[src/rtl/uart_pkg.sv]
// rtl/uart_pkg.sv - shared types, widths and bit-timing helper for the UART echo stage
package uart_pkg;

  localparam int UART_DW = 8;

  typedef enum logic [1:0] {
    RX_IDLE,
    RX_START,
    RX_DATA,
    RX_STOP
  } rx_state_t;

  typedef enum logic [1:0] {
    TX_IDLE,
    TX_START,
    TX_DATA,
    TX_STOP
  } tx_state_t;

  // Clocks per serial bit, integer-truncated
  function automatic int clks_per_bit(input int clk_freq, input int baud);
    return clk_freq / baud;
  endfunction

endpackage

[src/rtl/uart_fifo.sv]
// rtl/uart_fifo.sv - synchronous count-based byte FIFO with same-cycle push/pop at full
module uart_fifo #(
  parameter int DW    = 8,
  parameter int DEPTH = 16
) (
  input  logic                   clk,
  input  logic                   rst_n,
  input  logic                   push,
  input  logic [DW-1:0]          din,
  input  logic                   pop,
  output logic [DW-1:0]          dout,
  output logic                   full,
  output logic                   empty,
  output logic [$clog2(DEPTH):0] cnt
);

  localparam int AW = $clog2(DEPTH);
  localparam logic [AW:0] FULL_CNT = (AW + 1)'(DEPTH);

  logic [DW-1:0] mem [DEPTH];
  logic [AW-1:0] wr_ptr;
  logic [AW-1:0] rd_ptr;
  logic          do_push;
  logic          do_pop;

  assign full    = (cnt == FULL_CNT);
  assign empty   = (cnt == '0);
  assign do_pop  = pop && !empty;
  // A pop in the same cycle frees the slot, so a push at full is still honoured
  assign do_push = push && (!full || do_pop);
  assign dout    = mem[rd_ptr];

  // Storage array, written on accepted pushes only
  always_ff @(posedge clk) begin
    if (do_push) mem[wr_ptr] <= din;
  end

  // Pointers wrap naturally at the power-of-two depth; count tracks occupancy
  always_ff @(posedge clk or negedge rst_n) begin
    if (!rst_n) begin
      wr_ptr <= '0;
      rd_ptr <= '0;
      cnt    <= '0;
    end else begin
      if (do_push) wr_ptr <= wr_ptr + 1'b1;
      if (do_pop)  rd_ptr <= rd_ptr + 1'b1;
      case ({do_push, do_pop})
        2'b10:   cnt <= cnt + 1'b1;
        2'b01:   cnt <= cnt - 1'b1;
        default: ;
      endcase
    end
  end

endmodule

[src/rtl/uart_echo.sv]
// rtl/uart_echo.sv - 8N1 receiver, byte queue and transmitter forming a buffered echo
module uart_echo
  import uart_pkg::*;
#(
  parameter int CLK_FREQ   = 27_000_000,
  parameter int BAUD       = 115200,
  parameter int FIFO_DEPTH = 16
) (
  input  logic                        clk,
  input  logic                        rst_n,
  input  logic                        uart_rx,
  input  logic                        tx_en,
  output logic                        uart_tx,
  output logic                        rx_err,
  output logic                        ovf,
  output logic [$clog2(FIFO_DEPTH):0] fifo_cnt
);

  localparam int CPB = clks_per_bit(CLK_FREQ, BAUD);
  localparam int CW  = $clog2(CPB);
  localparam int BW  = $clog2(UART_DW);
  localparam logic [CW-1:0] LAST = CW'(CPB - 1);
  localparam logic [CW-1:0] HALF = CW'(CPB / 2 - 1);
  localparam logic [BW-1:0] LAST_BIT = BW'(UART_DW - 1);

  logic [1:0]         rx_sync;
  logic               rx_s;
  logic               rx_prev;
  rx_state_t          rx_state, rx_state_n;
  logic [CW-1:0]      rx_cnt, rx_cnt_n;
  logic [BW-1:0]      rx_bit, rx_bit_n;
  logic [UART_DW-1:0] rx_shift, rx_shift_n;
  logic               rx_push, rx_push_n;
  logic               rx_err_n;

  tx_state_t          tx_state, tx_state_n;
  logic [CW-1:0]      tx_cnt, tx_cnt_n;
  logic [BW-1:0]      tx_bit, tx_bit_n;
  logic [UART_DW-1:0] tx_shift, tx_shift_n;
  logic               tx_line;
  logic               tx_last;
  logic               tx_pop;

  logic [UART_DW-1:0] fifo_dout;
  logic               fifo_full;
  logic               fifo_empty;

  assign rx_s = rx_sync[1];

  // Two-flop synchroniser plus previous value for falling-edge detection
  always_ff @(posedge clk or negedge rst_n) begin
    if (!rst_n) begin
      rx_sync <= 2'b11;
      rx_prev <= 1'b1;
    end else begin
      rx_sync <= {rx_sync[0], uart_rx};
      rx_prev <= rx_sync[1];
    end
  end

  // RX state register; push request and error pulse are registered at the stop sample
  always_ff @(posedge clk or negedge rst_n) begin
    if (!rst_n) begin
      rx_state <= RX_IDLE;
      rx_cnt   <= '0;
      rx_bit   <= '0;
      rx_shift <= '0;
      rx_push  <= 1'b0;
      rx_err   <= 1'b0;
    end else begin
      rx_state <= rx_state_n;
      rx_cnt   <= rx_cnt_n;
      rx_bit   <= rx_bit_n;
      rx_shift <= rx_shift_n;
      rx_push  <= rx_push_n;
      rx_err   <= rx_err_n;
    end
  end

  // RX next state: mid-start check, eight mid-bit samples, then stop decision
  always_comb begin
    rx_state_n = rx_state;
    rx_cnt_n   = rx_cnt + 1'b1;
    rx_bit_n   = rx_bit;
    rx_shift_n = rx_shift;
    rx_push_n  = 1'b0;
    rx_err_n   = 1'b0;
    case (rx_state)
      RX_IDLE: begin
        rx_cnt_n = '0;
        if (rx_prev && !rx_s) rx_state_n = RX_START;
      end
      RX_START: begin
        if (rx_cnt == HALF) begin
          rx_cnt_n   = '0;
          rx_bit_n   = '0;
          rx_state_n = rx_s ? RX_IDLE : RX_DATA;
        end
      end
      RX_DATA: begin
        if (rx_cnt == LAST) begin
          rx_cnt_n   = '0;
          rx_shift_n = {rx_s, rx_shift[UART_DW-1:1]};
          rx_bit_n   = rx_bit + 1'b1;
          if (rx_bit == LAST_BIT) rx_state_n = RX_STOP;
        end
      end
      RX_STOP: begin
        if (rx_cnt == LAST) begin
          rx_cnt_n   = '0;
          rx_state_n = RX_IDLE;
          rx_push_n  = rx_s;
          rx_err_n   = !rx_s;
        end
      end
      default: rx_state_n = RX_IDLE;
    endcase
  end

  // Overflow is judged on the write cycle so a coincident TX pop makes room
  assign ovf = rx_push && fifo_full && !tx_pop;

  uart_fifo #(
    .DW    (UART_DW),
    .DEPTH (FIFO_DEPTH)
  ) u_fifo (
    .clk   (clk),
    .rst_n (rst_n),
    .push  (rx_push),
    .din   (rx_shift),
    .pop   (tx_pop),
    .dout  (fifo_dout),
    .full  (fifo_full),
    .empty (fifo_empty),
    .cnt   (fifo_cnt)
  );

  assign tx_last = (tx_cnt == LAST);
  // Pop from idle, or at the end of a stop bit so frames run back-to-back
  assign tx_pop  = tx_en && !fifo_empty &&
                   ((tx_state == TX_IDLE) || ((tx_state == TX_STOP) && tx_last));

  // TX state register; the line itself is a register so it resets high asynchronously
  always_ff @(posedge clk or negedge rst_n) begin
    if (!rst_n) begin
      tx_state <= TX_IDLE;
      tx_cnt   <= '0;
      tx_bit   <= '0;
      tx_shift <= '0;
      uart_tx  <= 1'b1;
    end else begin
      tx_state <= tx_state_n;
      tx_cnt   <= tx_cnt_n;
      tx_bit   <= tx_bit_n;
      tx_shift <= tx_shift_n;
      uart_tx  <= tx_line;
    end
  end

  // TX next state: each of start, eight data and stop bits lasts one bit period
  always_comb begin
    tx_state_n = tx_state;
    tx_cnt_n   = tx_cnt + 1'b1;
    tx_bit_n   = tx_bit;
    tx_shift_n = tx_shift;
    tx_line    = 1'b1;
    case (tx_state)
      TX_IDLE: begin
        tx_cnt_n = '0;
        if (tx_pop) begin
          tx_state_n = TX_START;
          tx_shift_n = fifo_dout;
        end
      end
      TX_START: begin
        tx_line = 1'b0;
        if (tx_last) begin
          tx_cnt_n   = '0;
          tx_bit_n   = '0;
          tx_state_n = TX_DATA;
        end
      end
      TX_DATA: begin
        tx_line = tx_shift[0];
        if (tx_last) begin
          tx_cnt_n   = '0;
          tx_shift_n = tx_shift >> 1;
          tx_bit_n   = tx_bit + 1'b1;
          if (tx_bit == LAST_BIT) tx_state_n = TX_STOP;
        end
      end
      TX_STOP: begin
        if (tx_last) begin
          tx_cnt_n = '0;
          if (tx_pop) begin
            tx_state_n = TX_START;
            tx_shift_n = fifo_dout;
          end else begin
            tx_state_n = TX_IDLE;
          end
        end
      end
      default: tx_state_n = TX_IDLE;
    endcase
  end

endmodule

[config.mk]
export PLATFORM = sky130hd
export DESIGN_NAME = uart_echo
export DESIGN_NICKNAME = d
export VERILOG_FILES = /design/src/rtl/uart_pkg.sv /design/src/rtl/uart_fifo.sv /design/src/rtl/uart_echo.sv
export SDC_FILE = /design/constraint.sdc
export NUM_CORES = 1
export LEC_CHECK = 0
export CORE_UTILIZATION = 30
export CTS_CLUSTER_DIAMETER = 150
export DETAILED_ROUTE_END_ITERATION = 12
export MAX_ROUTING_LAYER = met4
export PLACE_DENSITY_LB_ADDON = 0.1
export SLEW_MARGIN = 40
export SYNTH_ARGS = -nofsm -noshare
export SYNTH_HDL_FRONTEND = slang
export SYNTH_HIERARCHICAL = 1
export SYNTH_SLANG_ARGS = --single-unit
export TNS_END_PERCENT = 30
[constraint.sdc]
create_clock -name clk -period 2.8 [get_ports clk]
set_input_delay 0.56 -clock clk [delete_from_list [all_inputs] [get_ports clk]]
set_output_delay 0.56 -clock clk [all_outputs]
set_load 0.02 [all_outputs]
Yosys cells after proc, flatten, opt, wreduce, memory -nomap -nowiden
Memories as Yosys holds them, arrays and structs flattened.
Index checks and enable logic that the tools add are counted.
- register bits after elaboration: 61
- RAM bits: 128
- input bits: 4
- output and inout bits: 8
- word-level logic and storage cells: 115
- memories: 1
- memories (memory ; depth ; width ; read ports ; clocked after Yosys merged registers in ; write ports ; RTL line ; source):
    u_fifo.mem ; 16 ; 8 ; 1 ; 0 ; 1 ; uart_fifo.sv:20 ; logic [DW-1:0] mem [DEPTH];
- add/subtract/negate cells: 8
- eq/ne operators: 24
- multiplexer cells: 37
- reduce and logical (&&, ||, !) cells: 29
- operator list (kind ; number):
    $mux 8 ; 6
    $pmux 8 s3 ; 2
    $mux 2 ; 11
    $ne 2x2->1 const B ; 10
    $add 8x1->8 const B ; 2
    $eq 8x8->1 const B ; 2
    $pmux 2 s4 ; 2
    $pmux 8 s2 ; 1
    $mux 3 ; 4
    $pmux 3 s2 ; 2
    $eq 2x2->1 const B ; 5
    $pmux 5 s2 ; 1
    $reduce_and 5->1 ; 2
    $reduce_and 3->1 ; 3
    $add 4x1->4 const B ; 2
    $eq 8x7->1 const B ; 1
    $logic_and 1x1->1 ; 8
    $mux 1 ; 7
    $add 3x1->3 const B ; 2
    $eq 2x1->1 const B ; 3
    $eq 3x3->1 const B ; 2
    $reduce_bool 2->1 ; 3
    $add 5x1->5 const B ; 1
    $eq 5x5->1 const B ; 1
    other kinds (10) ; 15

Logic depth before layout (Yosys ltp)
- depth in word-level cells: 9
- mapped depth: 14
- mapped depth without buffers: 13

By module
The synthesis kept the hierarchy.
- by module, submodules not included (module ; times used ; cells an instance ; area each (µm²) ; sequential area each (µm²)):
    uart_fifo ; 1 ; 302 ; 5748.0 ; 4169.0
    uart_echo ; 1 ; 226 ; 2547.4 ; 1206.2

Least setup slack after synthesis
Ideal clock, no wire load.
- kind: register -> register
- start: reg u_fifo.cnt[1]
- end: reg u_fifo.cnt[4]
- setup time: 0.087 ns
- arrival: 3.047 ns
- data required time: 2.713 ns
- path slack: -0.334 ns
- cell stages (with the launch flop): 14
- buffers on the path: 1
- clock period less this slack: 3.134 ns
- cells stage by stage: dfrtp_1 > nor4_4 > nand2b_1 > inv_1 > nand3b_1 > o32ai_2 > buf_4 > o21ai_2 > or2_2 > fa_1 > nand2b_1 > a211o_1 > o31a_1 > o211ai_1
- cells in the longest elaborated chain, start to end: 9
- elaborated cells on any way between the ends: 15
- those cells by class: add/sub: 2; eq/ne: 3; mux: 1; reduce/logical: 9
- RTL lines (item ; RTL line ; source):
    start, declared ; uart_fifo.sv:14 ; output logic [$clog2(DEPTH):0] cnt
    start signal, assigned ; uart_fifo.sv:48 ; 2'b10: cnt <= cnt + 1'b1;
    start signal, assigned ; uart_fifo.sv:49 ; 2'b01: cnt <= cnt - 1'b1;
    $logic_not 5->1 * ; uart_fifo.sv:27 ; assign empty = (cnt == '0);
    net fifo_empty ; uart_echo.sv:46 ; logic fifo_empty;
    $logic_not 1->1 * ; uart_echo.sv:140 ; assign tx_pop = tx_en && !fifo_empty &&
    $logic_and 1x1->1 * (2 in series) ; uart_echo.sv:140 ;
    net tx_pop ; uart_echo.sv:42 ; logic tx_pop;
    $logic_and 1x1->1 * ; uart_fifo.sv:28 ; assign do_pop = pop && !empty;
    $logic_or 1x1->1 ; uart_fifo.sv:30 ; assign do_push = push && (!full || do_pop);
    $logic_and 1x1->1 ; uart_fifo.sv:30 ;
    $eq 2x1->1 / $eq 2x2->1 (equally long branches) ; uart_fifo.sv:47 ; case ({do_push, do_pop})
    $pmux 5 s2 / $reduce_bool 2->1 (equally long branches) ; - ;
Mark *: on every way through the listed nets, which the timed path passes. The rest lies on a longest branch.
A chain may end at the register's enable or synchronous reset.

Worst setup path in the final report
- start: reg u_fifo.cnt[3]
- end: out ovf
- cells in the longest elaborated chain, start to end: 6
- elaborated cells on any way between the ends: 8
- those cells by class: eq/ne: 1; reduce/logical: 7
- RTL lines (item ; RTL line ; source):
    $logic_not 5->1 ; uart_fifo.sv:27 ;
    net fifo_empty ; uart_echo.sv:46 ;
    $logic_not 1->1 ; uart_echo.sv:140 ;
    $logic_and 1x1->1 (2 in series) ; uart_echo.sv:140 ;
    $logic_not 1->1 ; uart_echo.sv:121 ; assign ovf = rx_push && fifo_full && !tx_pop;
    $logic_and 1x1->1 ; uart_echo.sv:121 ;
    end, declared ; uart_echo.sv:15 ; output logic ovf,
The timed path passes the listed nets, and every way through them passes these cells.

==> impl_metrics.py <==
metrics = {
    "cells_and_area": {
        "areaGrowthSynthToFinish_pct": 17.6,
        "finalCoreUtilization": 0.361,
        "layout.cells.most_common": "sky130_fd_sc_hd__edfxtp_1",
        "layout_common_cells": "sky130_fd_sc_hd__edfxtp_1, sky130_fd_sc_hd__dfrtp_1, sky130_fd_sc_hd__buf_4",
        "number_of_diodes": 0,
        "n_fill_cell": 2550,
        "drive_above_1_share": 0.260,
        "design.final.nets": 617,
        "finish.instance_area_um2": 9760,
    },
    "synth": {
        "yosysTopAreaCell": "sky130_fd_sc_hd__edfxtp_1",
        "synthTopCellsByArea": "sky130_fd_sc_hd__edfxtp_1, sky130_fd_sc_hd__dfrtp_1, sky130_fd_sc_hd__mux4_2",
        "synth.net_count": 555,
        "synth_top_flop_cell": "sky130_fd_sc_hd__edfxtp_1",
        "synth.avg_cell_area_um2": 15.7,
        "synth_async_sr_flop_share": 0.323,
        "syn-instance-count": 528,
        "synth_sequential_area_ratio": 0.648,
        "post_synth_num_cell_types": 64,
        "mappedNetlistArea_um2": 8300,
        "ys_ff_latch": 189,
        "synth.yosys.warnings": 6,
        "number_of_enable_type_register_cells_in_the_synthesized_netlist": 128,
        "yosys_top_cell_area_share": 0.463,
    },
    "critical_path": {
        "crit_fanout": 8,
        "timing.setup.critical_path_class": "flop to output pin",
        "timing.critical_path.from_type": "flop",
        "worst_r2r_end": "u_fifo/cnt[4]",
        "critical_path.reg2reg.startpoint": "tx_cnt[1]",
        "critical_path.endpoint_type": "output pin",
        "reg2reg_setup_slack_ps": 170,
        "ff2ff_path_depth": 11,
        "worstPathArrival_ps": 2090,
        "worst-endpoint-required_ps": 2240,
    },
    "sta": {
        "finalSetupViolations": 0,
        "rsz0062_at_grt": "yes",
        "timing.setup.tns_ps": 0,
        "maxSlewViolCount": 0,
        "skew_ps": 19.6,
        "timing.hold.ws_ps": 95.4,
        "finalCriticalPeriod_ps": 2650,
        "post-route-period-util": 0.946,
        "max_freq_mhz": 377,
        "number_of_hold_violations_in_the_final_report": 0,
        "maxSlewHeadroom": 0.529,
        "worst_slew_pin_slew_ps": 706,
    },
    "grt": {
        "grt_start_max_net_pins": 62,
        "first_global_vias": 4667,
        "overflow": 0,
        "first_pass_grt_wire_length_mm": 27.5,
        "antenna_found_initial": 0,
        "grt_usage": 0.135,
    },
    "power": {
        "part_of_the_total_power_dissipated_in_the_clock_network": 0.419,
        "net-switching-power_uw": 1390,
        "seq_power_share": 0.539,
        "power.internal_uw": 4350,
        "vdd.ir_drop.worst_mv": 0.377,
        "netSwitchingFraction": 0.242,
        "power_per_cell_area_nw_per_um2": 588,
        "pwr-share-comb": 0.042,
        "power.static_leakage_uw": 0.00358,
    },
    "clock_network": {
        "cts_root_buffer": "sky130_fd_sc_hd__clkbuf_16",
        "cts_buffers": 17,
        "buffer_depth_of_the_longest_clock_path": 2,
        "cts.sink_count": 189,
        "clock_tree_from_tritoncts": "yes",
        "cts.htree.levels": 4,
        "hold_fix_buffers_cts": 0,
        "clkSlewWorstSetupHoldPaths_ps": 80,
        "worstSkewPairLatency_ps": 440,
    },
    "routing": {
        "drt_iter0_markers": 361,
        "detail_route.wirelength_mm": 17.4,
        "detail_route.drc_violations": 0,
        "detail_route.vias_per_cell": 4.83,
        "drt_pass1_iterations": 4,
        "wl_per_cell_um": 18.5,
        "num_vias": 4556,
        "drtAntennaViolNets": 0,
    },
    "floorplanning": {
        "boundaryPins": 12,
        "dieArea_um2": 28300,
        "floorplan.initialDensity": 0.307,
        "die_x_um": 168,
        "core.rowCount": 60,
        "floorplan.die.height_um": 168,
        "core_area_um2": 27000,
    },
    "place": {
        "gpl.final_weighted_congestion": 0.755,
        "detailed_place.area_um2": 9110,
        "place.detailed.hpwl_mm": 11.1,
        "port_buffers": 11,
    },
    "min_path": {
        "timing.hold.worst.class": "input pin to asynchronous set/reset pin",
    },
    "run_status": {
        "result_of_the_run": "completed",
    },
    "job": {
        "max-cap-violations": 0,
    },
}
## critical path, cell delays in order (launching register included)
cell and delay [ps]:
sky130_fd_sc_hd__dfrtp_2 430, sky130_fd_sc_hd__nor4_4 300, sky130_fd_sc_hd__nand2b_1 120, sky130_fd_sc_hd__inv_2 100
sky130_fd_sc_hd__nand3b_1 180, sky130_fd_sc_hd__o32ai_4 120, sky130_fd_sc_hd__buf_6 160, sky130_fd_sc_hd__nor2_4 110
sky130_fd_sc_hd__buf_6 120
## power groups by stage
| stage | Sequential [µW] | Combinational (µW) | Clock (µW) |
|---|---|---|---|
| after floorplan | 3140 | 165 | 0 |
| after global placement | 3150 | 234 | 0 |
| after detailed placement | 3150 | 241 | 0 |
| after CTS | 3090 | 242 | 2490 |
| after global routing | 3100 | 286 | 2590 |
| final | 3090 | 240 | 2410 |
## how the worst max path moves through the flow
stage,from,to,cells past startpoint
finish,u_fifo/cnt[3],ovf,8
global route,u_fifo/cnt[1],u_fifo/cnt[4],12
CTS,u_fifo/cnt[2],ovf,8
detailed placement,tx_en,u_fifo/cnt[4],10
global placement,tx_en,u_fifo/cnt[4],10
floorplan,u_fifo/cnt[2],u_fifo/cnt[4],13
## final cells by class
type                    instances  area (µm²)  share of cell area
clock buffers                  19         443              0.0454
clock inverters                13         140              0.0144
inverters                      16        60.1             0.00615
multi-input cells             304        2790               0.286
flip-flops and latches        189        5380               0.552
well taps                     341         427              0.0437
repair buffers                 62         518              0.0531
## cell families (layout without fill, tap and decap cells)
kind of cell,after synthesis,count (layout),synth area share
buf+inv,35,110,0.0202
simple gates,152,152,0.105
xor+xnor,21,21,0.0222
fa+ha+maj,23,23,0.0356
compound gates,54,54,0.0538
mux,54,54,0.115
flops,189,189,0.648
## synth_stat cells (4+ instances only)
master / number
sky130_fd_sc_hd__nor2_1: 38
sky130_fd_sc_hd__mux2i_1: 11
sky130_fd_sc_hd__nand2b_1: 8
sky130_fd_sc_hd__nand4b_1: 8
sky130_fd_sc_hd__dfstp_2: 4
sky130_fd_sc_hd__nand2_1: 21
sky130_fd_sc_hd__nor2b_1: 5
sky130_fd_sc_hd__a32o_1: 4
sky130_fd_sc_hd__buf_1: 5
sky130_fd_sc_hd__mux2_2: 8
sky130_fd_sc_hd__a21oi_1: 5
sky130_fd_sc_hd__and2_1: 12
sky130_fd_sc_hd__mux4_2: 32
sky130_fd_sc_hd__clkbuf_1: 6
sky130_fd_sc_hd__nand3_1: 23
sky130_fd_sc_hd__dfrtp_1: 57
sky130_fd_sc_hd__ha_1: 22
sky130_fd_sc_hd__inv_1: 16
sky130_fd_sc_hd__nor3_1: 4
sky130_fd_sc_hd__edfxtp_1: 128
sky130_fd_sc_hd__a22oi_1: 17
sky130_fd_sc_hd__xnor2_1: 11
sky130_fd_sc_hd__and3_1: 5
sky130_fd_sc_hd__or3b_2: 7
sky130_fd_sc_hd__nand4_1: 4
sky130_fd_sc_hd__xor2_1: 10
## routing by layer
layer / up-vias / share of wire / GRT usage
met3: 12 / 0.024 / 0.0282
met1: 2343 / 0.48 / 0.176
li1: 2156 / - / -
met4: 0 / 0.010 / 0.0435
met2: 45 / 0.48 / 0.212
met5: - / 0 / -
## flip-flops by register name (all words and copies together) (netlist names), named ones only
| register | flops |
|---|---|
| u_fifo/cnt | 5 |
| rx_cnt | 8 |
| tx_state | 2 |
| rx_sync | 2 |
| rx_shift | 8 |
| rx_state | 1 |
| rx_prev | 1 |
| rx_err | 1 |
| rx_bit | 3 |
| u_fifo/wr_ptr | 4 |
| tx_bit | 3 |
| tx_cnt | 8 |
| u_fifo/rd_ptr | 4 |
| tx_shift | 8 |
| rx_push | 1 |
| uart_tx | 1 |
| u_fifo/mem | 128 |
## per-stage QoR
| stage | std cells | setup WS [ps] | total power, µW |
|---|---|---|---|
| finish | 944 | 151 | 5740 |
| global route | 944 | -20.3 | 5980 |
| detailed placement | 906 | -243 | 3390 |
| floorplan | 528 | -90.2 | 3300 |
| global placement | 906 | -207 | 3390 |
| CTS | 939 | 24.1 | 5820 |
## repair_timing
action                                  in CTS  in global routing
pin swaps                                    0                  2
setup buffers                                1                  5
resized for setup                            8                  3
endpoints found under the setup margin       1                  3
Note: power is estimated with default switching activity, not from simulation.
